**src/rtl/seqdet_pkg.sv**
```systemverilog
// Shared types and constants for the programmable serial pattern detector.
package seqdet_pkg;

    typedef enum logic {
        UNCFG = 1'b0,
        RUN   = 1'b1
    } seqdet_state_t;

    function automatic int len_w(input int pat_w);
        return $clog2(pat_w + 1);
    endfunction

    localparam seqdet_state_t ST_RST  = UNCFG;
    localparam logic          BIT_RST = 1'b0;

endpackage

```
**src/rtl/seqdet_sat_cnt.sv**
```systemverilog
// Saturating up-counter; clear wins over increment.
module seqdet_sat_cnt #(
    parameter int CNT_W = 16
) (
    input  logic             i_clk,
    input  logic             i_rst,
    input  logic             i_clr,
    input  logic             i_inc,
    output logic [CNT_W-1:0] o_cnt
);

    logic [CNT_W-1:0] r_cnt;

    always_ff @(posedge i_clk) begin
        if (i_rst) begin
            r_cnt <= '0;
        end else if (i_clr) begin
            r_cnt <= '0;
        end else if (i_inc && (r_cnt != '1)) begin
            r_cnt <= r_cnt + 1'b1;
        end
    end

    assign o_cnt = r_cnt;

endmodule

```
**src/rtl/seqdet_prog.sv**
```systemverilog
// Programmable serial pattern detector: run-time pattern/length/overlap,
// registered match pulse and saturating match counter.
module seqdet_prog
    import seqdet_pkg::*;
#(
    parameter  int PAT_W = 8,
    parameter  int CNT_W = 16,
    localparam int LEN_W = len_w(PAT_W)
) (
    input  logic             clk,
    input  logic             rst,
    input  logic             din_vld,
    input  logic             din,
    input  logic             cfg_load,
    input  logic [PAT_W-1:0] cfg_pattern,
    input  logic [LEN_W-1:0] cfg_len,
    input  logic             cfg_overlap,
    input  logic             cnt_clr,
    output logic             result,
    output logic [CNT_W-1:0] match_cnt,
    output logic             cfg_err,
    output logic             armed
);

    seqdet_state_t    r_state;
    logic [PAT_W-1:0] r_pat;
    logic [LEN_W-1:0] r_len;
    logic             r_ovl;
    logic [PAT_W-1:0] r_hist;
    logic [LEN_W-1:0] r_fill;
    logic             r_result;
    logic             r_cfg_err;
    logic             r_armed;

    logic             w_len_ok;
    logic             w_acc;
    logic [PAT_W-1:0] w_hist_n;
    logic [LEN_W-1:0] w_fill_n;
    logic [PAT_W-1:0] w_mask;
    logic             w_match;

    assign w_len_ok = (cfg_len != '0) && (cfg_len <= LEN_W'(PAT_W));
    assign w_acc    = (r_state == RUN) && din_vld && !cfg_load;
    assign w_hist_n = {r_hist[PAT_W-2:0], din};
    assign w_fill_n = (r_fill == LEN_W'(PAT_W)) ? r_fill : r_fill + 1'b1;

    // Thermometer mask selects the low r_len bits of the history
    always_comb begin
        w_mask = '0;
        for (int i = 0; i < PAT_W; i++) begin
            w_mask[i] = (i < int'(r_len));
        end
    end

    assign w_match = w_acc && (w_fill_n >= r_len)
                   && (((w_hist_n ^ r_pat) & w_mask) == '0);

    always_ff @(posedge clk) begin
        if (rst) begin
            r_state   <= ST_RST;
            r_pat     <= '0;
            r_len     <= '0;
            r_ovl     <= BIT_RST;
            r_hist    <= '0;
            r_fill    <= '0;
            r_result  <= BIT_RST;
            r_cfg_err <= BIT_RST;
            r_armed   <= BIT_RST;
        end else if (cfg_load) begin
            r_pat     <= cfg_pattern;
            r_len     <= cfg_len;
            r_ovl     <= cfg_overlap;
            r_hist    <= '0;
            r_fill    <= '0;
            r_result  <= 1'b0;
            r_cfg_err <= !w_len_ok;
            r_armed   <= w_len_ok;
            r_state   <= w_len_ok ? RUN : UNCFG;
        end else begin
            r_cfg_err <= 1'b0;
            r_result  <= w_match;
            if (w_acc) begin
                r_hist <= w_hist_n;
                r_fill <= (w_match && !r_ovl) ? '0 : w_fill_n;
            end
        end
    end

    seqdet_sat_cnt #(
        .CNT_W (CNT_W)
    ) u_cnt (
        .i_clk (clk),
        .i_rst (rst),
        .i_clr (cnt_clr),
        .i_inc (w_match),
        .o_cnt (match_cnt)
    );

    assign result  = r_result;
    assign cfg_err = r_cfg_err;
    assign armed   = r_armed;

endmodule

```
**config.mk**
```make
export PLATFORM = sky130hd
export DESIGN_NAME = seqdet_prog
export DESIGN_NICKNAME = d
export VERILOG_FILES = /design/src/rtl/seqdet_pkg.sv /design/src/rtl/seqdet_sat_cnt.sv /design/src/rtl/seqdet_prog.sv
export SDC_FILE = /design/constraint.sdc
export NUM_CORES = 1
export LEC_CHECK = 0
export BUFFER_PORTS_ARGS = -buffer_cell sky130_fd_sc_hd__buf_2
export CORE_MARGIN = 2
export CORE_UTILIZATION = 38
export CTS_BUF_LIST = sky130_fd_sc_hd__clkbuf_8 sky130_fd_sc_hd__clkbuf_16
export DETAILED_ROUTE_END_ITERATION = 8
export PLACE_DENSITY = 0.67
export SLEW_MARGIN = 10
export SYNTH_ARGS = -nofsm -noshare
export SYNTH_HDL_FRONTEND = slang
export SYNTH_SLANG_ARGS = --single-unit
```
**constraint.sdc**
```tcl
create_clock -name clk -period 2.8 [get_ports clk]
set_input_delay 0.28 -clock clk [delete_from_list [all_inputs] [get_ports clk]]
set_output_delay 0.28 -clock clk [all_outputs]
set_load 0.05 [all_outputs]
```
Word-level counts from Yosys, hierarchy flattened
Index checks and enable logic that the tools add are counted.

$add $sub $neg: 2. Magnitude comparators: 10. Equality and inequality tests: 2. Multiplexer cells: 3. Bitwise operators: 3. Reductions and logical operators: 15.

Operators by type and width (number): $add 16x1->16 const B (1); $lt 3x4->1 const A (4); $ne 16x16->1 const B (1); $and 8x8->8 (1); $logic_not 8->1 (1); $lt 1x4->1 const A (2); $lt 2x4->1 const A (2); $mux 4 (2); $xor 8x8->8 (1); $logic_and 1x1->1 (7); $reduce_or 2->1 (3); $add 4x1->4 const B (1); $eq 4x4->1 const B (1); $ge 4x4->1 (1); $le 4x4->1 const B (1); $reduce_bool 4->1 (1); $logic_not 1->1 (3); $mux 1 (1); $not 1->1 (1).

Register bits after elaboration: 44. Bits of input ports: 19. Output and inout bits: 19. Logic and storage cells: 45.

Longest topological paths before layout
Gate-level depths: netlist of run 1.

Word-level depth: 7. Depth in mapped cells: 13. Mapped depth without buffers: 11.

Hierarchy
From an unflattened synthesis of run 1, not the netlist that was laid out.

Cells, all modules: 248. Area, all modules: 2239.6 µm².

Modules (own cells, without submodules): seqdet_prog (instances 1, cells an instance 146, area an instance 1322.5 µm², seq. area each 540.5 µm²); seqdet_sat_cnt (instances 1, cells an instance 102, area an instance 917.1 µm², seq. area each 320.3 µm²).

Worst setup path after synthesis of run 1
OpenSTA, ideal clock, no wires.

Kind: reg2reg. From: register r_fill[0]. To: register u_cnt.r_cnt[0] (netlist: u_cnt.o_cnt[0]). Library setup time: 0.070 ns. Arrival time: 2.612 ns. Data required time: 2.730 ns. Path slack: 0.117 ns. Stages on the path, launching flop included: 14. Buffers on the path: 2. Period minus slack after synthesis: 2.683 ns. Cells stage by stage: dfxtp_1 -> inv_1 -> ha_1 -> and3b_1 -> xnor2_1 -> ha_1 -> nand2b_1 -> a2111oi_0 -> nor3_1 -> nand4_2 -> buf_2 -> clkbuf_1 -> o21ai_0 -> a21oi_1.

Word-level cells in the longest chain between the ends: 6. Elaborated cells on any way between the ends: 7. Those cells by class: 1 x add/sub; 1 x order compare; 1 x eq/ne; 1 x mux; 3 x reduce/logical.

RTL lines: from (decl) (line seqdet_prog.sv:30) `logic [LEN_W-1:0] r_fill;`; from (signal assigned) (line seqdet_prog.sv:84) `r_fill <= (w_match && !r_ovl) ? '0 : w_fill_n;`; $add 4x1->4 or $eq 4x4->1 (tied branches) (line seqdet_prog.sv:45) `assign w_fill_n = (r_fill == LEN_W'(PAT_W)) ? r_fill : r_fill + 1'b1;`; $mux 4 (*) (line seqdet_prog.sv:45); $ge 4x4->1 (*) (line seqdet_prog.sv:55) `assign w_match = w_acc && (w_fill_n >= r_len)`; $logic_and 1x1->1 (*) (line seqdet_prog.sv:55); $logic_and 1x1->1 (*) (line seqdet_prog.sv:56) `&& (((w_hist_n ^ r_pat) & w_mask) == '0);`; $logic_and 1x1->1 (*) (line seqdet_sat_cnt.sv:19) `end else if (i_inc && (r_cnt != '1)) begin`; to (signal assigned) (line seqdet_sat_cnt.sv:20) `r_cnt <= r_cnt + 1'b1;`; to (decl) (line seqdet_sat_cnt.sv:12) `logic [CNT_W-1:0] r_cnt;`.

Every way passes the cells marked *; elsewhere a longest branch is shown, timed or not. A chain may end at the register's enable or synchronous reset.

Worst setup path after layout of run 1
From: register r_fill[0]. To: register u_cnt.r_cnt[10] (netlist: u_cnt.o_cnt[10]).

The elaborated chain is that of the path after synthesis.

==> flow_summary.toml, run 1 <==
[synth]
syn_area_mm2 = 0.00213
yosysTopAreaCell = "dfxtp_1"
syn_avg_cell_area_um2 = 8.57
synth-seq-cells = 43
yosysUniqueCellTypes = 39
syn_inst = 249
yosys.area.top_type_share = 0.403
yosys_warnings = 0
ys_seq_area_frac = 0.403
synthTopCellsByArea = "dfxtp_1 40%, mux2i_1 6.6%, a21oi_1 5.4%"
syn_nets = 275

[worst_setup_path]
end_kind = "flop"
reg2reg_depth = 12
r2r_end = "u_cnt.o_cnt[10]"
crit_type = "flop to flop"
regToRegSetupSlack_ns = 0.16
crit_end = "u_cnt.o_cnt[10]"
critPathMaxFanout = 34
crit_required_ns = 3.02
rr_startpoint = "r_fill[0]"
arrival_ns = 2.86
critPathLaunchType = "flop"
startpoint = "r_fill[0]"

[routing]
via_count = 1867
drc = 0
routedWlPerCell_um = 12.7
vias_per_cell = 5.26
ant_nets = 0
drt_iter0_drc = 96
finalWirelength_mm = 4.50
drtPass1Iterations = 4

[outcome]
status = "finished, final reports clean"

[global_route]
first_global_vias = 1588
grt_usage = 0.147
grt_start_max_net_pins = 35
grt-ovfl-total = 0
grt_pass1_wl_mm = 7.36
antenna_found_initial = 0

[timing]
hold_violations = 0
min_period_over_period = 0.942
worst_pin_slew_ns = 0.494
fin_skew_ns = 0.00537
slew_viol_final = 0
fin_crit_ns = 2.64
fmax_ghz = 0.379
maxSlewHeadroom = 0.666
timing.hold.ws_ns = 0.222
rsz0062_at_grt = "no"
setup_viol = 0
setup_tns_ns = 0

[floorplanning]
die_height_um = 79.0
fp.dieW_um = 79.0
num_rows = 27
core_region_area_mm2 = 0.00547
start_util = 0.390
dieArea_mm2 = 0.00623
boundaryPins = 38

[power]
power_density_mw_per_mm2 = 455
leakagePower_nw = 0.938
ir_worst_vdd_mv = 0.186

[finish]
final_common_cell = "dfxtp_1"
layout_common_cells = "43 x dfxtp_1, 37 x buf_2, 23 x a21oi_1, 20 x nand2_1, 19 x nor2_1"
nets = 308
areaGrowthSynthToFinish_pct = 16.2
fin_util = 0.453
drive_above_1_share = 0.208
num_antenna_cells = 0

[clocking]
clock_latency_ns = 0.29
cts_resized = 0
post_cts_buffers = 0
clock_sinks = 43
htreeDepth = 2
cts_hold_buf = 0
clockBufferDepth = 2
cts_tree = "done"
clk_root_buffer_cell = "clkbuf_8"
cts_inserted_buffers = 5
clk_pin_slew_worst_paths_ns = 0.08

[place]
gp_congestion = 0.920
hpwl_mm = 3.24
io_buffers = 37

[hold_path]
hold_path.class = "input port to flop"
hold_path_depth = 3

[job]
cap_violations = 0
[worst max-delay path: stages, from the launching register on]
cell and delay (ns):
dfxtp_1 0.32, buf_4 0.14, ha_1 0.20, xnor2_1 0.17
nor2_2 0.07, ha_1 0.27, o21a_1 0.12, o22ai_1 0.08
nor3_2 0.19, nand4_2 0.14, buf_12 0.22, or4_1 0.50
a21oi_1 0.14
[sequential cells by signal, indices dropped and copies added, names as in the netlist]
signal       count
r_ovl            1
cfg_err          1
r_state          1
r_pat            8
result           1
u_cnt.o_cnt     16
r_hist           7
r_len            4
r_fill           4
[logic make-up (layout without fill, tap and decap cells)]
logic type | count (synthesis) | in the layout | synth area share
AOI/OAI and AO/OA | 54 | 54 | 0.151
xor gates and xnor gates | 12 | 12 | 0.0492
adders and majority gates | 7 | 7 | 0.0410
buffers and inverters | 21 | 55 | 0.0422
DFF | 43 | 43 | 0.403
muxes | 14 | 14 | 0.0656
and+or+nand+nor | 98 | 98 | 0.247
[layer usage]
layer,vias up,track usage,routed length [µm]
li1,969,-,-
met3,4,0.0307,149
met2,32,0.235,2120
met5,-,0,0
met4,0,0.0534,57
met1,862,0.197,2170
[cell usage after synthesis]
cell type	number
nor4b_2	1
ha_1	7
nand3_1	15
mux2i_1	14
nor3_1	5
a211oi_1	1
dfxtp_1	43
o41ai_1	1
nand4_2	1
or3_1	13
and3b_1	2
o22ai_2	1
a31oi_1	1
nand2b_1	1
nand2_1	20
buf_1	2
a2111oi_0	1
inv_1	6
nand4_1	4
o21ai_0	12
buf_2	3
clkbuf_1	9
nand3b_1	1
xnor2_1	10
nor3_2	1
or3_4	1
xor2_1	2
o31ai_1	7
and3_1	2
o22ai_1	2
or4_1	6
o21a_1	1
o32ai_1	1
a21oi_1	23
or2_2	3
nor3b_1	2
nor2_1	20
buf_6	1
o211ai_1	3
[through the flow]
step                      cell area (µm²)  worst slack (ns)  cells  total power [W]
after floorplan                      2130             0.117    249         0.000720
after global placement               2380             0.191    347         0.000748
after detailed placement             2380             0.125    347         0.000749
after CTS                            2470             0.106    355          0.00114
after global routing                 2480           0.00318    355          0.00118
final                                2480             0.162    355          0.00113
[power by group]
part / switching [W] / total (W) / internal [W]
logic: 0.0000554 / 0.0000981 / 0.0000427
clock network: 0.000219 / 0.000392 / 0.000174
registers: 0.0000139 / 0.000638 / 0.000624
total: 0.000288 / 0.00113 / 0.000841
[worst min-delay path by stage]
stage,from,slack (ns),to
after global routing,cfg_pattern[6],0.22,r_pat[6]
final,cfg_pattern[3],0.22,r_pat[3]
after floorplan,din,0.42,r_hist[0]
after global placement,r_hist[6],0.46,r_hist[6]
after CTS,cfg_overlap,0.22,r_ovl
after detailed placement,r_hist[6],0.47,r_hist[6]
[cell type report]
| class | instances | area [µm²] |
|---|---|---|
| well taps | 72 | 90.1 |
| clock buffers | 5 | 68.8 |
| repair buffers | 41 | 228 |
| fillers | 581 | 2990 |
| multi-input cells | 185 | 1190 |
| flip-flops and latches | 43 | 861 |
| inverters | 6 | 22.5 |
| clock inverters | 3 | 20.0 |
No activity file was read; power rests on OpenSTA's default activity.
==> inputs of run 2 (changes only) <==
--- a/config.mk
+++ b/config.mk
@@ -10,6 +10,7 @@
 export CORE_UTILIZATION = 38
 export CTS_BUF_LIST = sky130_fd_sc_hd__clkbuf_8 sky130_fd_sc_hd__clkbuf_16
 export DETAILED_ROUTE_END_ITERATION = 8
+export GPL_TIMING_DRIVEN = 0
 export PLACE_DENSITY = 0.67
 export SLEW_MARGIN = 10
 export SYNTH_ARGS = -nofsm -noshare
==> run 2 against run 1 <==
Net effect: cell count is 3.4% higher; via count grew 5.6%; sequential share of layout area down 1.5 points; sequential power is essentially flat; wire length rose by 9.1%; clock skew rose by 0.0015 ns; combinational power increased by 13%; largest cell class unchanged; utilization grew 2.2 points; flip-flop and latch count did not move; highest routed layer unchanged; fmax is 0.16% lower; non-clock buffer count is 12 higher; clock-buffer cell count stayed put.
==> flow_summary.toml, run 2 (synthesis gave the netlist of run 1 again) <==
[finish]
register_area_um2 = 865
nFillCells = 539
layout_common_cells = "42 x dfxtp_1, 37 x buf_2, 23 x a21oi_1, 20 x nand2_1, 18 x nor2_1"
multi_input_area_mm2 = 0.00123
drive_above_1_share = 0.227
final_common_cell = "dfxtp_1"
largest_reg_flops = 16
nets = 320
fin_util = 0.475
num_antenna_cells = 0
areaGrowthSynthToFinish_pct = 21.9

[floorplanning]
fp.dieW_um = 79.0
num_rows = 27
die_height_um = 79.0
start_util = 0.390
boundaryPins = 38
core_region_area_mm2 = 0.00547
dieArea_mm2 = 0.00623

[routing]
ant_nets = 0
drtPass1Iterations = 4
vias_per_cell = 5.37
via_count = 1971
drc = 0
routedWlPerCell_um = 13.4
finalWirelength_mm = 4.90
drt_iter0_drc = 93

[place]
hpwl_mm = 3.45
io_buffers = 36
gp_congestion = 0.850

[worst_setup_path]
slowest_stage = "or4_1"
critical_path_buf_inv_count = 1
critPathMaxStageDelay_ns = 0.57
cp_top_family = "simple AND/OR/NAND/NOR gates"
crit_required_ns = 3.02
crit_top_cell = "ha_1"
path_cells = "inv_1 -> ha_1 -> and3b_2 -> xnor2_1 -> ha_1 -> nand2b_4 -> a2111oi_4 -> nor3_2 -> nand4_4 -> or4_1 -> a21oi_1"
crit_type = "flop to flop"
arrival_ns = 2.86
critPathLaunchType = "flop"
critPathMaxFanout = 8
end_kind = "flop"

[power]
ir_worst_vdd_mv = 0.272
leakagePower_nw = 0.977
power_w = 0.00123
power_density_mw_per_mm2 = 473

[timing]
slew_viol_final = 0
min_period_over_period = 0.944
fin_crit_ns = 2.64
fmax_ghz = 0.378
fin_skew_ns = 0.00690
maxSlewHeadroom = 0.563
rsz0062_at_grt = "no"
worst_pin_slew_ns = 0.655
setup_tns_ns = 0
hold_violations = 0
setup_viol = 0

[global_route]
first_global_vias = 1812
antenna_found_initial = 0
grt_start_max_net_pins = 15
grt-ovfl-total = 0
grt_pass1_wl_mm = 8.02
grt_usage = 0.161

[clocking]
clk_root_buffer_cell = "clkbuf_8"
clk_pin_slew_worst_paths_ns = 0.09
htreeDepth = 2
cts_inserted_buffers = 5
cts_tree = "done"
clockBufferDepth = 2
clock_latency_ns = 0.29
clock_sinks = 43

[job]
cap_violations = 0

[hold_path]
hold_path.class = "input port to flop"

[outcome]
status = "finished, final reports clean"
## run 2: cell types whose count changed in the layout (fill, tap and decap cells not counted), sizes merged
cell | before | now
clkbuf | 5 | 13
buf | 41 | 45
clkinvlp | 2 | 0
bufinv | 0 | 1
clkinv | 1 | 2
## run 2: routing by layer
| metal | track usage | vias to the layer above | wire length, µm |
|---|---|---|---|
| met5 | 0 | - | 0 |
| met4 | 0.0655 | 0 | 84 |
| met3 | 0.0352 | 8 | 182 |
| met2 | 0.273 | 46 | 2380 |
| met1 | 0.199 | 929 | 2260 |
| li1 | - | 988 | - |
## run 2: path summary, 6_finish.rpt
| check | start | endpoint | slack, ns | cells past startpoint |
|---|---|---|---|---|
| worst max-delay path | r_fill[0] | u_cnt.o_cnt[3] | 0.16 | 11 |
| worst min-delay path | cfg_pattern[2] | r_pat[2] | 0.22 | 3 |
| worst max register to register | r_fill[0] | u_cnt.o_cnt[3] | 0.16 | 11 |
| worst min register to register | r_hist[6] | r_hist[6] | 0.49 | 2 |
## run 2: through the flow
step | worst slack, ns | cell area (µm²) | hold WS (ns) | std cells
2_1_floorplan | 0.117 | 2130 | 0.416 | 249
3_3_place_gp | -0.314 | 2400 | 0.455 | 357
3_5_place_dp | -0.396 | 2400 | 0.460 | 357
4_1_cts | 0.0111 | 2530 | 0.217 | 365
5_1_grt | 0.0100 | 2600 | 0.235 | 367
6_report | 0.158 | 2600 | 0.220 | 367
## run 2: report_power, final
| group | internal, W | switching (W) | leakage, nW |
|---|---|---|---|
| registers | 0.000623 | 0.0000125 | 0.350 |
| logic | 0.0000494 | 0.0000613 | 0.569 |
| clock network | 0.000266 | 0.000217 | 0.0581 |
| total | 0.000939 | 0.000291 | 0.977 |
## run 2: final cells by class
| cell class | instances | area share |
|---|---|---|
| Buffer | 15 | 0.0308 |
| Clock buffer | 5 | 0.0265 |
| Clock inverter | 3 | 0.0168 |
| Inverter | 6 | 0.00866 |
| Multi-Input combinational cell | 185 | 0.474 |
| Sequential cell | 43 | 0.332 |
| Tap cell | 72 | 0.0346 |
| Timing Repair Buffer | 38 | 0.0765 |
## run 2: repair_timing
item                                    4_1_cts  5_1_grt
gates resized for setup                       6       17
hold buffers                                  0        0
pin swaps                                     1        4
setup buffers                                 0        1
endpoints found under the setup margin       12       21
gates cloned                                  0        1
## run 2: tightest hold or removal path, delay by kind of cell
kind	cells	cell delay [ns]
buffers and inverters	1	0.08
muxes	1	0.05
and+or+nand+nor	1	0.07
